### src/rtl/sat_counter.sv
// Saturating up-counter with clear and enable.
// Ports: clk/rst (sync, active-high), en_i freezes the count, clr_i clears
// (priority over inc_i), inc_i increments until all-ones. cnt_o is the
// registered count; nxt_c_o is the combinational value it loads next.
module sat_counter #(
  parameter int unsigned W = 8
) (
  input  logic         clk,
  input  logic         rst,
  input  logic         en_i,
  input  logic         clr_i,
  input  logic         inc_i,
  output logic [W-1:0] cnt_o,
  output logic [W-1:0] nxt_c_o
);

  localparam logic [W-1:0] MAX = {W{1'b1}};

  // Next count: clear wins, otherwise increment unless already saturated
  always_comb begin
    nxt_c_o = cnt_o;
    if (clr_i) begin
      nxt_c_o = '0;
    end else if (inc_i && (cnt_o != MAX)) begin
      nxt_c_o = cnt_o + W'(1);
    end
  end

  always_ff @(posedge clk) begin
    if (rst) begin
      cnt_o <= '0;
    end else if (en_i) begin
      cnt_o <= nxt_c_o;
    end
  end

endmodule

### config.mk
export PLATFORM = sky130hd
export DESIGN_NAME = sat_counter
export DESIGN_NICKNAME = d
export VERILOG_FILES = /design/src/rtl/sat_counter.sv
export SDC_FILE = /design/constraint.sdc
export NUM_CORES = 1
export LEC_CHECK = 0
export CAP_MARGIN = 20
export CORE_MARGIN = 1
export CORE_UTILIZATION = 43
export CTS_CLUSTER_SIZE = 8
export DETAILED_ROUTE_END_ITERATION = 8
export PLACE_DENSITY = 0.76
export SYNTH_ARGS = -nofsm -noshare
export SYNTH_HDL_FRONTEND = slang
export SYNTH_SLANG_ARGS = --single-unit
### constraint.sdc
create_clock -name clk -period 1.8 [get_ports clk]
set_input_delay 0.18 -clock clk [delete_from_list [all_inputs] [get_ports clk]]
set_output_delay 0.18 -clock clk [all_outputs]
set_load 0.02 [all_outputs]
==> run_results.csv <==
group,metric,value,unit
flow_run,max_cap_violations,0,
logic_synthesis,synth_top_cell_area_share,25.8,%
logic_synthesis,yosysTopAreaCell,"dfxtp_1",
worst_setup_path,crit_chain,"ha_4, nand3_4, buf_6, nor4_2, nor2_1, o21a_1, buf_2",
cts,insertion_delay,260,ps
floorplan,die_area,0.00160,sq mm
worst_hold_path,min_path_type,"reg2reg",
worst_setup_path,critPathTopFamily,"simple AND/OR/NAND/NOR gates",
floorplan,die_height,40.0,microns
finish,drive_gt1_share,44.2,%
worst_setup_path,path_buf_inv,2,
finish,area_growth,66.6,%
logic_synthesis,syn-num-nets,85,
cts,cts_buffer_depth,2,
finish,nFillCells,100,
global_route,grt_max_degree,9,
sta,slew_violations,0,
floorplan,rows,13,
worst_setup_path,worst_setup_path_end_kind,"output port",
finish,reg_top3,"cnt_o: 8 flops",
global_route,grt_pass1_wl,3.08,mm
finish,largest_reg_flops,8,
logic_synthesis,netlist_instances,79,
logic_synthesis,ys_types,34,
logic_synthesis,synth_edf_count,0,
global_route,track_usage,29.8,%
logic_synthesis,synth_ff_type,"dfxtp_1",
logic_synthesis,synth_area_leaders,"dfxtp_1 (26%), nor2_1 (7.2%), a21oi_1 (4.8%)",
cts,clock-sinks,8,
detailed_routing,wl,2.16,mm
placement,io_buffers,20,
sta,fin_setup_tns,0,ps
floorplan,core,0.00132,sq mm
cts,htree_levels,1,
logic_synthesis,postSynthAreaPerCell,7.87,sq um
sta,setup_ws,39.0,ps
sta,fin_crit,1760,ps
global_route,grt_antenna_before_repair,0,
cts,path_clk_slew,60,ps
sta,max_freq,568,MHz
sta,fin_skew,0.341,ps
power,finalPower,0.398,mW
detailed_routing,post_drt_wl_per_cell,16.0,microns
global_route,grt_pass1_vias,703,
power,p_leak,0.442,nW
worst_setup_path,cpPeakStageDelay,350,ps
sta,finalSetupViolCount,0,
sta,tightest_slew,357,ps
placement,pre_cts_slack,-248,ps
logic_synthesis,synthArstFlopShare,0,%
detailed_routing,drt_iter0_drc,23,
floorplan,start_util,47.2,%
sta,final_hold_viol_count,0,
worst_setup_path,crit_required,1620,ps
global_route,gr-total-overflow,0,
cts,cts_tree,"built",
cts,cts_buffers,3,
power,powerDensity,384,mW/mm^2
floorplan,ios,21,
logic_synthesis,synth_seq_cells,8,
logic_synthesis,synth_warnings,0,
finish,largest_register,"cnt_o",
floorplan,fp.dieW,40.0,microns
detailed_routing,ant_nets,0,
placement,place.gp.congestion,0.840,
sta,finalCritPeriodShare,97.8,%
placement,dp_hpwl,1.38,mm
logic_synthesis,seq_area_frac_synth,25.8,%
detailed_routing,via_count,783,
sta,maxSlewHeadroom,76.1,%
worst_setup_path,crit_arrival,1580,ps
finish,diodes,0,
run_status,status,"completed",
detailed_routing,dr.pass1.iters,4,
detailed_routing,viasPerCell,5.80,
detailed_routing,post-route-drc-count,0,
worst_setup_path,critPathLaunchType,"flip-flop",
worst_setup_path,worstPathMaxFanout,5,
finish,nNetsFinal,128,
logic_synthesis,synth_area,622,sq um
worst_setup_path,worst-setup-path-type,"reg2out",
cts,ctsRootBufferMaster,"clkbuf_4",
worst_setup_path,cp_slowest_cell,"dfxtp_2",
power,ir_worst_vdd,322,uV
## cells by family after synthesis
group | after synthesis | synth area share, %
compound gates | 21 | 24.1
xor+xnor | 3 | 4.23
fa+ha+maj | 1 | 2.01
buf+inv | 8 | 5.63
flops | 8 | 25.8
mux | 1 | 1.61
simple gates | 37 | 36.6
## layout by cell type (no fill, tap or decap), types with 4 or more instances in the layout
cell,n
a21oi_1,6
buf_2,4
buf_4,21
clkbuf_2,4
clkdlybuf4s50_1,12
dfxtp_2,6
inv_1,4
nand2_1,4
nor2_1,11
or3_1,4
## report_power, final
part           internal (mW)  switching [mW]  total [mW]
combinational         0.0325          0.0387      0.0712
clock                 0.0769          0.0699       0.147
sequential             0.179         0.00116       0.180
## routing by layer
metal / track usage, % / part of all wire (%)
met5: 0 / 0
met3: 3.89 / 3.9
met2: 48.0 / 45
met1: 36.1 / 47
met4: 20.7 / 3.8
## final cells by class
class | count | area, sq um | share of cell area (%)
sequential | 8 | 168 | 16.2
clock buffer | 3 | 22.5 | 2.17
tap | 15 | 18.8 | 1.81
multi-input combinational | 63 | 483 | 46.6
inverter | 4 | 15.0 | 1.45
timing repair buffer | 42 | 329 | 31.8
## synth_stat cells (all sizes together), types with 2 or more instances
library cell   n
buf            4
or3            4
xor2           3
nand3          5
a21oi          6
o211ai         3
dfxtp          8
a31oi          3
nand2          4
nand4          2
nor3           4
nor2          12
inv            4
and4           2
o21ai          2
## metrics by stage
step | hold WS (ps) | cells | instance area (sq um) | utilization, %
2_1_floorplan | 377 | 79 | 628 | -
3_3_place_gp | 577 | 130 | 977 | 74.2
3_5_place_dp | 583 | 130 | 977 | 74.2
4_1_cts | 579 | 133 | 1050 | 79.7
5_1_grt | 607 | 135 | 1040 | 78.6
6_report | 585 | 135 | 1040 | 78.6
## worst register-to-register path: stages, from the launching register on
cell and delay [ps]:
dfxtp_2 350, ha_4 160, nand3_4 110, buf_6 150, nor4_2 210, nor2_1 90
buf_4 140, o221a_2 270
## final timing paths
kind	start	endpoint	slack, ps	cells after the start
max	cnt_o[1]$_SDFFE_PP0P_	nxt_c_o[6]	40	7
min	cnt_o[3]$_SDFFE_PP0P_	cnt_o[3]$_SDFFE_PP0P_	590	2
max reg2reg	cnt_o[1]$_SDFFE_PP0P_	cnt_o[6]$_SDFFE_PP0P_	210	7
min reg2reg	cnt_o[3]$_SDFFE_PP0P_	cnt_o[3]$_SDFFE_PP0P_	590	2
## repair_timing
item                       4_1_cts  5_1_grt
resized for setup               31       12
buffers inserted                 0        2
pin swaps                        3        4
setup endpoints to repair        8        8
hold buffers                     0        0
Note: power is estimated with default switching activity, not from simulation.
